File: src/rtl/mc_ctrl_pkg.sv
// Shared encodings for the multi-cycle MIPS controller: FSM states, opcodes,
// ALU operation codes and datapath mux selects.
package mc_ctrl_pkg;

  localparam int unsigned STATE_W = 4;

  localparam logic [STATE_W-1:0] S_IDLE     = 4'd0;
  localparam logic [STATE_W-1:0] S_FETCH    = 4'd1;
  localparam logic [STATE_W-1:0] S_DECODE   = 4'd2;
  localparam logic [STATE_W-1:0] S_MEM_ADDR = 4'd3;
  localparam logic [STATE_W-1:0] S_MEM_RD   = 4'd4;
  localparam logic [STATE_W-1:0] S_MEM_WB   = 4'd5;
  localparam logic [STATE_W-1:0] S_MEM_WR   = 4'd6;
  localparam logic [STATE_W-1:0] S_R_EXEC   = 4'd7;
  localparam logic [STATE_W-1:0] S_R_WB     = 4'd8;
  localparam logic [STATE_W-1:0] S_ORI_EXEC = 4'd9;
  localparam logic [STATE_W-1:0] S_ORI_WB   = 4'd10;
  localparam logic [STATE_W-1:0] S_BRANCH   = 4'd11;
  localparam logic [STATE_W-1:0] S_JUMP     = 4'd12;
  localparam logic [STATE_W-1:0] S_TRAP     = 4'd13;

  localparam logic [5:0] OP_RTYPE = 6'b000000;
  localparam logic [5:0] OP_J     = 6'b000010;
  localparam logic [5:0] OP_BEQ   = 6'b000100;
  localparam logic [5:0] OP_BNE   = 6'b000101;
  localparam logic [5:0] OP_ORI   = 6'b001101;
  localparam logic [5:0] OP_LW    = 6'b100011;
  localparam logic [5:0] OP_SW    = 6'b101011;

  localparam logic [1:0] ALUOP_ADD   = 2'b00;
  localparam logic [1:0] ALUOP_SUB   = 2'b01;
  localparam logic [1:0] ALUOP_FUNCT = 2'b10;
  localparam logic [1:0] ALUOP_OR    = 2'b11;

  localparam logic [1:0] SRCB_REG    = 2'b00;
  localparam logic [1:0] SRCB_FOUR   = 2'b01;
  localparam logic [1:0] SRCB_IMM    = 2'b10;
  localparam logic [1:0] SRCB_IMM_SH = 2'b11;

  localparam logic [1:0] PCSRC_ALU    = 2'b00;
  localparam logic [1:0] PCSRC_ALUOUT = 2'b01;
  localparam logic [1:0] PCSRC_JUMP   = 2'b10;

  // States that hold a memory request open and therefore run the wait timer.
  function automatic logic mem_wait_state(input logic [STATE_W-1:0] s);
    return (s == S_FETCH) || (s == S_MEM_RD) || (s == S_MEM_WR);
  endfunction

endpackage

File: src/rtl/mc_wait_timer.sv
// Memory wait-state counter; flags expiry when the limit is reached while
// the access is still outstanding. MEM_TIMEOUT = 0 disables expiry.
module mc_wait_timer #(
  parameter int unsigned MEM_TIMEOUT = 15
) (
  input  logic clk,
  input  logic rst_n,
  input  logic clear,
  input  logic busy,
  input  logic ready,
  output logic expired
);

  localparam int unsigned CNT_W = (MEM_TIMEOUT > 0) ? $clog2(MEM_TIMEOUT + 1) : 1;

  logic [CNT_W-1:0] cnt;

  always_ff @(posedge clk or negedge rst_n) begin
    if (!rst_n) begin
      cnt <= '0;
    end else if (clear) begin
      cnt <= '0;
    end else if (busy && !ready) begin
      cnt <= cnt + CNT_W'(1);
    end
  end

  // A same-cycle ready beats the limit.
  assign expired = (MEM_TIMEOUT != 0) && busy && !ready && (cnt == CNT_W'(MEM_TIMEOUT));

endmodule

File: src/rtl/multicycle_control.sv
// Multi-cycle MIPS control FSM (fetch/decode/execute/mem/writeback) with
// memory wait timeout and sticky traps. Optional bne via MULTICYCLE_CONTROL_BNE_EN.
module multicycle_control
  import mc_ctrl_pkg::*;
#(
  parameter int unsigned OP_WIDTH     = 6,
  parameter int unsigned ALU_OP_WIDTH = 2,
  parameter int unsigned MEM_TIMEOUT  = 15
) (
  input  logic                    clk,
  input  logic                    rst_n,
  input  logic [OP_WIDTH-1:0]     op,
  input  logic                    mem_ready,
  output logic                    pc_write,
  output logic                    pc_write_cond,
  output logic                    branch_ne,
  output logic                    i_or_d,
  output logic                    mem_read,
  output logic                    mem_write,
  output logic                    ir_write,
  output logic                    mem_to_reg,
  output logic                    reg_dst,
  output logic                    reg_write,
  output logic                    alu_src_a,
  output logic [1:0]              alu_src_b,
  output logic [ALU_OP_WIDTH-1:0] alu_op,
  output logic [1:0]              pc_source,
  output logic                    instr_done,
  output logic                    illegal_op,
  output logic                    bus_error
);

  logic [STATE_W-1:0]  state, next_state;
  logic [OP_WIDTH-1:0] op_q;
  logic                set_illegal;
  logic                timer_clear, timer_busy, expired;

  assign timer_busy  = mem_wait_state(state);
  assign timer_clear = mem_wait_state(next_state) && (next_state != state);

  mc_wait_timer #(.MEM_TIMEOUT(MEM_TIMEOUT)) u_wait_timer (
    .clk     (clk),
    .rst_n   (rst_n),
    .clear   (timer_clear),
    .busy    (timer_busy),
    .ready   (mem_ready),
    .expired (expired)
  );

  // State, latched opcode and sticky trap flags.
  always_ff @(posedge clk or negedge rst_n) begin
    if (!rst_n) begin
      state      <= S_IDLE;
      op_q       <= '0;
      illegal_op <= 1'b0;
      bus_error  <= 1'b0;
    end else begin
      state <= next_state;
      if (state == S_DECODE) op_q <= op;
      if (set_illegal) illegal_op <= 1'b1;
      if (expired) bus_error <= 1'b1;
    end
  end

  // Next state and datapath controls decoded from the current state.
  always_comb begin
    next_state    = state;
    set_illegal   = 1'b0;
    pc_write      = 1'b0;
    pc_write_cond = 1'b0;
    branch_ne     = 1'b0;
    i_or_d        = 1'b0;
    mem_read      = 1'b0;
    mem_write     = 1'b0;
    ir_write      = 1'b0;
    mem_to_reg    = 1'b0;
    reg_dst       = 1'b0;
    reg_write     = 1'b0;
    alu_src_a     = 1'b0;
    alu_src_b     = SRCB_REG;
    alu_op        = '0;
    pc_source     = PCSRC_ALU;
    instr_done    = 1'b0;

    case (state)
      S_IDLE: next_state = S_FETCH;
      S_FETCH: begin
        mem_read  = 1'b1;
        alu_src_b = SRCB_FOUR;
        alu_op    = ALU_OP_WIDTH'(ALUOP_ADD);
        ir_write  = mem_ready;
        pc_write  = mem_ready;
        if (mem_ready)    next_state = S_DECODE;
        else if (expired) next_state = S_TRAP;
      end
      S_DECODE: begin
        alu_src_b = SRCB_IMM_SH;
        alu_op    = ALU_OP_WIDTH'(ALUOP_ADD);
        if (op == OP_WIDTH'(OP_RTYPE))                              next_state = S_R_EXEC;
        else if (op == OP_WIDTH'(OP_LW) || op == OP_WIDTH'(OP_SW))  next_state = S_MEM_ADDR;
        else if (op == OP_WIDTH'(OP_BEQ))                           next_state = S_BRANCH;
`ifdef MULTICYCLE_CONTROL_BNE_EN
        else if (op == OP_WIDTH'(OP_BNE))                           next_state = S_BRANCH;
`endif
        else if (op == OP_WIDTH'(OP_J))                             next_state = S_JUMP;
        else if (op == OP_WIDTH'(OP_ORI))                           next_state = S_ORI_EXEC;
        else begin
          next_state  = S_TRAP;
          set_illegal = 1'b1;
        end
      end
      S_MEM_ADDR: begin
        alu_src_a  = 1'b1;
        alu_src_b  = SRCB_IMM;
        alu_op     = ALU_OP_WIDTH'(ALUOP_ADD);
        next_state = (op_q == OP_WIDTH'(OP_SW)) ? S_MEM_WR : S_MEM_RD;
      end
      S_MEM_RD: begin
        mem_read = 1'b1;
        i_or_d   = 1'b1;
        if (mem_ready)    next_state = S_MEM_WB;
        else if (expired) next_state = S_TRAP;
      end
      S_MEM_WB: begin
        mem_to_reg = 1'b1;
        reg_write  = 1'b1;
        instr_done = 1'b1;
        next_state = S_FETCH;
      end
      S_MEM_WR: begin
        mem_write = 1'b1;
        i_or_d    = 1'b1;
        if (mem_ready) begin
          instr_done = 1'b1;
          next_state = S_FETCH;
        end else if (expired) begin
          next_state = S_TRAP;
        end
      end
      S_R_EXEC: begin
        alu_src_a  = 1'b1;
        alu_src_b  = SRCB_REG;
        alu_op     = ALU_OP_WIDTH'(ALUOP_FUNCT);
        next_state = S_R_WB;
      end
      S_R_WB: begin
        reg_dst    = 1'b1;
        reg_write  = 1'b1;
        instr_done = 1'b1;
        next_state = S_FETCH;
      end
      S_ORI_EXEC: begin
        alu_src_a  = 1'b1;
        alu_src_b  = SRCB_IMM;
        alu_op     = ALU_OP_WIDTH'(ALUOP_OR);
        next_state = S_ORI_WB;
      end
      S_ORI_WB: begin
        reg_write  = 1'b1;
        instr_done = 1'b1;
        next_state = S_FETCH;
      end
      S_BRANCH: begin
        alu_src_a     = 1'b1;
        alu_src_b     = SRCB_REG;
        alu_op        = ALU_OP_WIDTH'(ALUOP_SUB);
        pc_write_cond = 1'b1;
        pc_source     = PCSRC_ALUOUT;
        instr_done    = 1'b1;
`ifdef MULTICYCLE_CONTROL_BNE_EN
        branch_ne     = (op_q == OP_WIDTH'(OP_BNE));
`endif
        next_state    = S_FETCH;
      end
      S_JUMP: begin
        pc_write   = 1'b1;
        pc_source  = PCSRC_JUMP;
        instr_done = 1'b1;
        next_state = S_FETCH;
      end
      S_TRAP:  next_state = S_TRAP;
      default: next_state = S_IDLE;
    endcase
  end

endmodule

File: config.mk
export PLATFORM = sky130hd
export DESIGN_NAME = multicycle_control
export DESIGN_NICKNAME = d
export VERILOG_FILES = /design/src/rtl/mc_ctrl_pkg.sv /design/src/rtl/mc_wait_timer.sv /design/src/rtl/multicycle_control.sv
export SDC_FILE = /design/constraint.sdc
export NUM_CORES = 1
export LEC_CHECK = 0
export CAP_MARGIN = 15
export CORE_MARGIN = 2
export CORE_UTILIZATION = 40
export CTS_CLUSTER_SIZE = 28
export DETAILED_ROUTE_END_ITERATION = 8
export HOLD_SLACK_MARGIN = 0.03
export PLACE_DENSITY = 0.76
export SYNTH_ARGS = -nofsm -noshare
export SYNTH_HDL_FRONTEND = slang
export SYNTH_SLANG_ARGS = --single-unit
File: constraint.sdc
create_clock -name clk -period 2.85 [get_ports clk]
set_clock_uncertainty 0.1 [all_clocks]
set_input_delay 0.4275 -clock clk [delete_from_list [all_inputs] [get_ports clk]]
set_output_delay 0.4275 -clock clk [all_outputs]
set_load 0.03 [all_outputs]
* After elaboration in Yosys (flattened, before gate mapping) *
Cells that the tools add are included.

storage, ports and cells
  logic and storage cells = 83
  RAM bits = 0
  bits of input ports = 9
  flip-flop bits (word level) = 16
  latch bits = 0
  memories = 0
  bits in read-only memories = 0

operators by class
  multiplexer cells = 34
  magnitude comparators = 0
  equality and inequality tests = 24
  shift-type cells = 0
  $mul = 0
  add/subtract/negate cells = 1
  div/mod/pow operators = 0
  reduce and logical (&&, ||, !) cells = 19
  bitwise operators = 0

operators with widths
  operator                                                         count
  4-bit one-hot mux with 9 select lines                            1
  4-bit 2-to-1 mux                                                 8
  4-bit == test, second input constant                             7
  4-bit by 3-bit == test with 1-bit output, second input constant  6
  6-bit == test, second input constant                             3
  1-bit 2-to-1 mux                                                 16
  2-bit one-hot mux with 3 select lines                            2
  3-bit 2-to-1 mux                                                 3
  4-bit by 1-bit == test with 1-bit output, second input constant  2
  4-bit by 2-bit == test with 1-bit output, second input constant  2
  6-bit by 2-bit == test with 1-bit output, second input constant  1
  6-bit by 3-bit == test with 1-bit output, second input constant  1
  6-bit by 4-bit == test with 1-bit output, second input constant  1
  6-bit zero test                                                  1
  2-bit OR reduction                                               3
  6-bit OR reduction                                               1
  1-bit logical OR                                                 5
  5-bit OR reduction                                               1
  4-bit by 1-bit adder with 4-bit output, second input constant    1
  4-bit zero test                                                  1
  4-bit != test                                                    1
  1-bit one-hot mux with 2 select lines                            2
  2-bit one-hot mux with 2 select lines                            1
  4-bit OR reduction                                               1
  5 further kinds                                                  7

* Longest topological paths before layout *
  depth after elaboration = 13
  depth in mapped cells = 8
  gate-level depth less buffers = 7

* Cells and area by module *
Synthesis repeated with hierarchy kept, for this count alone.

unflattened totals
  cells, all modules = 154
  area total of the unflattened synthesis = 1298.7 µm²

by module, submodules not included
  module              instances  area each (µm²)  sequential area each (µm²)  cells each
  multicycle_control  1          1088.5           300.3                       136
  mc_wait_timer       1          210.2            100.1                       18

* Worst setup path before layout *
OpenSTA, ideal clock, no wires.

  path type = register to output
  start point = reg state[1]
  end point = out instr_done
  data arrival time = 1.710 ns
  stages on the path, launching flop included = 6
  slack = 0.612 ns
  path buffers = 2
  data required time = 2.322 ns
  cells stage by stage = dfrtp_1 > clkbuf_8 > clkbuf_1 > and3_1 > nor2_1 > o21ai_0

on the way
  word-level cells in the longest chain between the ends = 3

RTL lines
  item                                                                       line                      source
  start: declaration                                                         multicycle_control.sv:33  logic [STATE_W-1:0] state, next_state;
  start signal: assignment                                                   multicycle_control.sv:58  state <= next_state;
  4-bit == test or 4-bit by 3-bit == test with 1-bit output (tied branches)  multicycle_control.sv:85  case (state)
  5-bit OR reduction (no line)                                               n/a
  1-bit one-hot mux with 2 select lines (*)                                  multicycle_control.sv:85
  end: declaration                                                           multicycle_control.sv:28  output logic instr_done,

Every way passes the cells marked *; elsewhere a longest branch is shown, timed or not.

* Final worst setup path *
  start point = in mem_ready
  end point = out instr_done

on the way
  word-level cells in the longest chain between the ends = 2

RTL lines
  item                                   line                       source
  start: declaration                     multicycle_control.sv:13   input logic mem_ready,
  1-bit 2-to-1 mux                       multicycle_control.sv:133  if (mem_ready) begin
  1-bit one-hot mux with 2 select lines  multicycle_control.sv:85

Every way passes these cells.

==> impl_table.tex <==
\begin{tabular}{lr}
\hline
Metric & Value \\
\hline
\multicolumn{2}{l}{\textbf{Yosys}} \\
\quad \#FFs+latches synth & 16 \\
\quad Top flip-flop cell by instance count after synthesis & sky130\_fd\_sc\_hd\_\_dfrtp\_1 \\
\quad Total nets after synthesis & 157 \\
\quad Synthesized instance count & 147 \\
\quad Fraction of the yosys area taken by sequential cells & between 30\% and 40\% \\
\quad Number of synthesis warnings & 0 \\
\quad Proportion of register bits with asynchronous set or reset after synthesis & 100\% \\
\quad Per-instance average area after synthesis & 9.05 µm² \\
\quad Adder and majority gate portion of the synthesized area & less than 1\% \\
\quad Post-Synth Simple-Gate Area & 28.4\% \\
\quad Synth Area in XOR/XNOR & 3.29\% \\
\quad Main combinational cell family by area after synthesis & simple AND/OR/NAND/NOR gates \\
\quad Netlist cell types & between 50 and 60 \\
\quad Synthesized-area fraction occupied by ao, oa, aoi and oai cells & 23.3\% \\
\quad Mux share of post-synthesis cell area & 5.83\% \\
\quad Total standard cell area after synthesis & around 1300 µm² \\
\quad Number of enable flip-flop cells after synthesis & 0 \\
\multicolumn{2}{l}{\textbf{Critical path}} \\
\quad Slowest cell on the critical path & sky130\_fd\_sc\_hd\_\_clkdlybuf4s50\_1 \\
\quad Sort of element at the start of the critical path & input port \\
\quad Number of cells on the critical path & 5 \\
\quad CP Data Required Time & 2320 ps \\
\quad Crit Reg-Reg Startpoint & state[2] \\
\quad Largest delay contributor family on the critical path & buffers and inverters \\
\quad Depth of the worst register-to-register path & 7 \\
\quad Library cell appearing most often on the critical path & sky130\_fd\_sc\_hd\_\_clkdlybuf4s50\_1 \\
\quad Capturing point of the worst reg2reg path & u\_wait\_timer.cnt[2] \\
\quad CP bufs+invs & 2 \\
\quad Slowest cell delay on critical path & 710 ps \\
\quad Critical path class & input port to output port \\
\quad CP Data Arrival Time & 2190 ps \\
\quad Reg2Reg Setup Slack & 580 ps \\
\quad Capture point of the worst path & instr\_done \\
\quad Sort of element at the end of the critical path & output port \\
\quad Crit path from & mem\_ready \\
\quad Highest fanout seen on the critical path & 8 \\
\quad Worst path cell trace & clkdlybuf4s50\_1, and3\_1, nor2\_1, o21ai\_0, clkdlybuf4s50\_1 \\
\multicolumn{2}{l}{\textbf{Route}} \\
\quad Detailed-route via count & between 1k and 1.5k \\
\quad DR pass1 iterations & 4 \\
\quad Average wire per standard cell & 14.2 µm \\
\quad Antenna violation net count after detailed routing & 0 \\
\quad Number of remaining DRC errors & 0 \\
\quad Wirelength, routed & 3060 µm \\
\quad DRC marker count from the first detailed-route iteration & 26 \\
\quad Via density per instance & 5.59 \\
\multicolumn{2}{l}{\textbf{Placed design}} \\
\quad Cell count after placement & 213 \\
\quad Half-perimeter wire length of the detailed placement result & 2390 µm \\
\quad Global placer's final weighted congestion & 0.858 \\
\quad Worst setup timing slack at the placement stage & 143 ps \\
\quad Quantity of I/O buffers inserted on ports & 27 \\
\multicolumn{2}{l}{\textbf{CTS}} \\
\quad TritonCTS Sinks & 16 \\
\quad Clock transition at the register clock pins on the worst setup and hold paths after CTS & about 90 ps \\
\quad Post-CTS setup-driven buffer insertion count & 0 \\
\quad Clock tree from TritonCTS & yes \\
\quad Clock buffer count from CTS & 3 \\
\quad Clock latency on the worst-skew pair & 270 ps \\
\quad Clk Tree Root Cell & sky130\_fd\_sc\_hd\_\_clkbuf\_4 \\
\quad Number of levels the H-tree was split into & 1 \\
\quad Number of cells upsized or downsized after cts & 0 \\
\quad Hold-fix buffers, CTS & 0 \\
\quad Buffer depth of the longest clock path & 2 \\
\multicolumn{2}{l}{\textbf{Global route}} \\
\quad Largest net degree at the start of global routing & 22 \\
\quad Tot GR Track Use & 17.9\% \\
\quad Aggregate global routing overflow & 0 \\
\quad Antenna violations before repair & 0 \\
\quad Global-route wire length before repair & 5080 µm \\
\quad Via count of the first global-routing pass & approximately 1.1k \\
\multicolumn{2}{l}{\textbf{STA}} \\
\quad Min Clock Period, post-route & 2720 ps \\
\quad Setup tns final & 0 ps \\
\quad Rel. slew slack & a little over half \\
\quad Max Clk Rate & 368 MHz \\
\quad Final clock period utilization by the worst path & 95.4\% \\
\quad Unrepaired setup endpoints after global routing & false \\
\quad Final setup slack of the worst path & 131 ps \\
\quad Number of pins exceeding their max-slew limit in the final report & 0 \\
\quad Final Hold Violating Endpoints & 0 \\
\quad Final number of setup-violating endpoints & 0 \\
\quad Slew @ Worst Pin & between 700 and 800 ps \\
\multicolumn{2}{l}{\textbf{Die}} \\
\quad Number of primary I/O pins & 29 \\
\quad Height of the die & around 62 µm \\
\quad Initial core utilization & 42.9\% \\
\quad Area of the placeable core & 3100 µm² \\
\quad Placement row count & 20 \\
\quad Die area & 3800 µm² \\
\quad Die W & approximately 62 µm \\
\multicolumn{2}{l}{\textbf{Status}} \\
\quad Run status & completed \\
\multicolumn{2}{l}{\textbf{Pwr}} \\
\quad Switching fraction of total power & roughly half \\
\quad Share of power burned in registers & 26.9\% \\
\quad Peak supply drop & between 300 and 400 µV \\
\quad PD cells & 1010 nW/µm² \\
\quad Cell leakage power & 0.640 nW \\
\quad Part of the power in combinational logic & between 60 and 70\% \\
\quad Net switching power figure & between 0.7 and 0.8 mW \\
\quad Int Pwr & about 0.85 mW \\
\quad Clock network power share & 6.8\% \\
\multicolumn{2}{l}{\textbf{Cells and area}} \\
\quad Layout Area Growth over Synthesis & 22.3\% \\
\quad Leading cell type in the layout, fill and taps excluded & sky130\_fd\_sc\_hd\_\_clkdlybuf4s50\_1 \\
\quad Final instance count without filler cells & around 220 \\
\quad Final nets & 184 \\
\quad Fill count & 314 \\
\quad Fraction of final layout cells with drive strength greater than 1 & 18.6\% \\
\quad Most frequent cells in the layout & sky130\_fd\_sc\_hd\_\_clkdlybuf4s50\_1 (27), sky130\_fd\_sc\_hd\_\_dfrtp\_1 (13), sky130\_fd\_sc\_hd\_\_nor2\_1 (12) \\
\quad Final antenna diode count & 0 \\
\multicolumn{2}{l}{\textbf{Min path}} \\
\quad Path type of the worst min-delay path & flop to flop \\
\multicolumn{2}{l}{\textbf{Job}} \\
\quad Number of max-cap violations & 0 \\
\hline
\end{tabular}
-- stage by stage --
step           power (mW)  hold slack (ps)  area [µm²]  utilization, %
2_1_floorplan        1.24             31.9        1330               -
6_report             1.64              374        1630            52.4
4_1_cts              1.65              382        1620            52.3
3_5_place_dp         1.53              356        1600            51.6
3_3_place_gp         1.49              348        1600            51.6
5_1_grt              1.77              393        1630            52.4
-- worst min path at each step --
stage,from,endpoint,depth (start not counted)
CTS,bus_error,bus_error,1
detailed placement,illegal_op,illegal_op,1
global route,illegal_op,illegal_op,1
floorplan,rst_n,bus_error,0
global placement,illegal_op,illegal_op,1
finish,illegal_op,illegal_op,1
-- per-layer routing --
layer	GRT usage (%)	vias up	part of all wire, %
met1	23.5	572	45
met2	29.2	33	50
met3	2.10	6	3.3
met5	0	-	0
met4	8.51	0	1.7
li1	-	596	-
-- state kept, by name (all words and copies together) (netlist names) --
signal            cells
bus_error             1
illegal_op            1
op_q                  6
state                 4
u_wait_timer.cnt      4
-- layout make-up --
cell class	count	area, µm²	area share [%]
multi-input cells	118	826	50.8
flip-flops and latches	16	404	24.8
inverters	3	11.3	0.692
repair buffers	32	308	18.9
clock buffers	3	22.5	1.38
well taps	44	55.1	3.38
-- logic make-up after synthesis --
logic type               Yosys count
other                              1
AO/OA/AOI/OAI                     40
buffers and inverters             13
flip-flops                        16
XOR/XNOR                           5
adder cells (fa/ha/maj)            1
multiplexers                       7
AND/OR/NAND/NOR                   64
-- synthesized netlist by cell type (3+ instances only) --
cell                       instances  area, µm²
sky130_fd_sc_hd__a21oi_1           8       40.0
sky130_fd_sc_hd__a31oi_1           5       31.3
sky130_fd_sc_hd__and3_1            6       37.5
sky130_fd_sc_hd__buf_6             3       33.8
sky130_fd_sc_hd__dfrtp_1          16        400
sky130_fd_sc_hd__inv_1             3       11.3
sky130_fd_sc_hd__mux2_2            6       67.6
sky130_fd_sc_hd__nand2_1           7       26.3
sky130_fd_sc_hd__nand2b_1          6       37.5
sky130_fd_sc_hd__nand3_1           4       20.0
sky130_fd_sc_hd__nand4_1           5       31.3
sky130_fd_sc_hd__nor2_1           12       45.0
sky130_fd_sc_hd__nor2b_1           3       18.8
sky130_fd_sc_hd__nor3_1            6       30.0
sky130_fd_sc_hd__o211ai_1          3       22.5
sky130_fd_sc_hd__o21ai_0           6       30.0
sky130_fd_sc_hd__xnor2_1           3       26.3
-- power groups by stage --
stage	Combinational [mW]	Sequential, mW	Clock, mW
after global placement	1.05	0.435	0
after CTS	1.09	0.438	0.119
after floorplan	0.865	0.371	0
final	1.09	0.442	0.112
after global routing	1.18	0.463	0.123
after detailed placement	1.09	0.443	0
No activity file was read; power rests on OpenSTA's default activity.
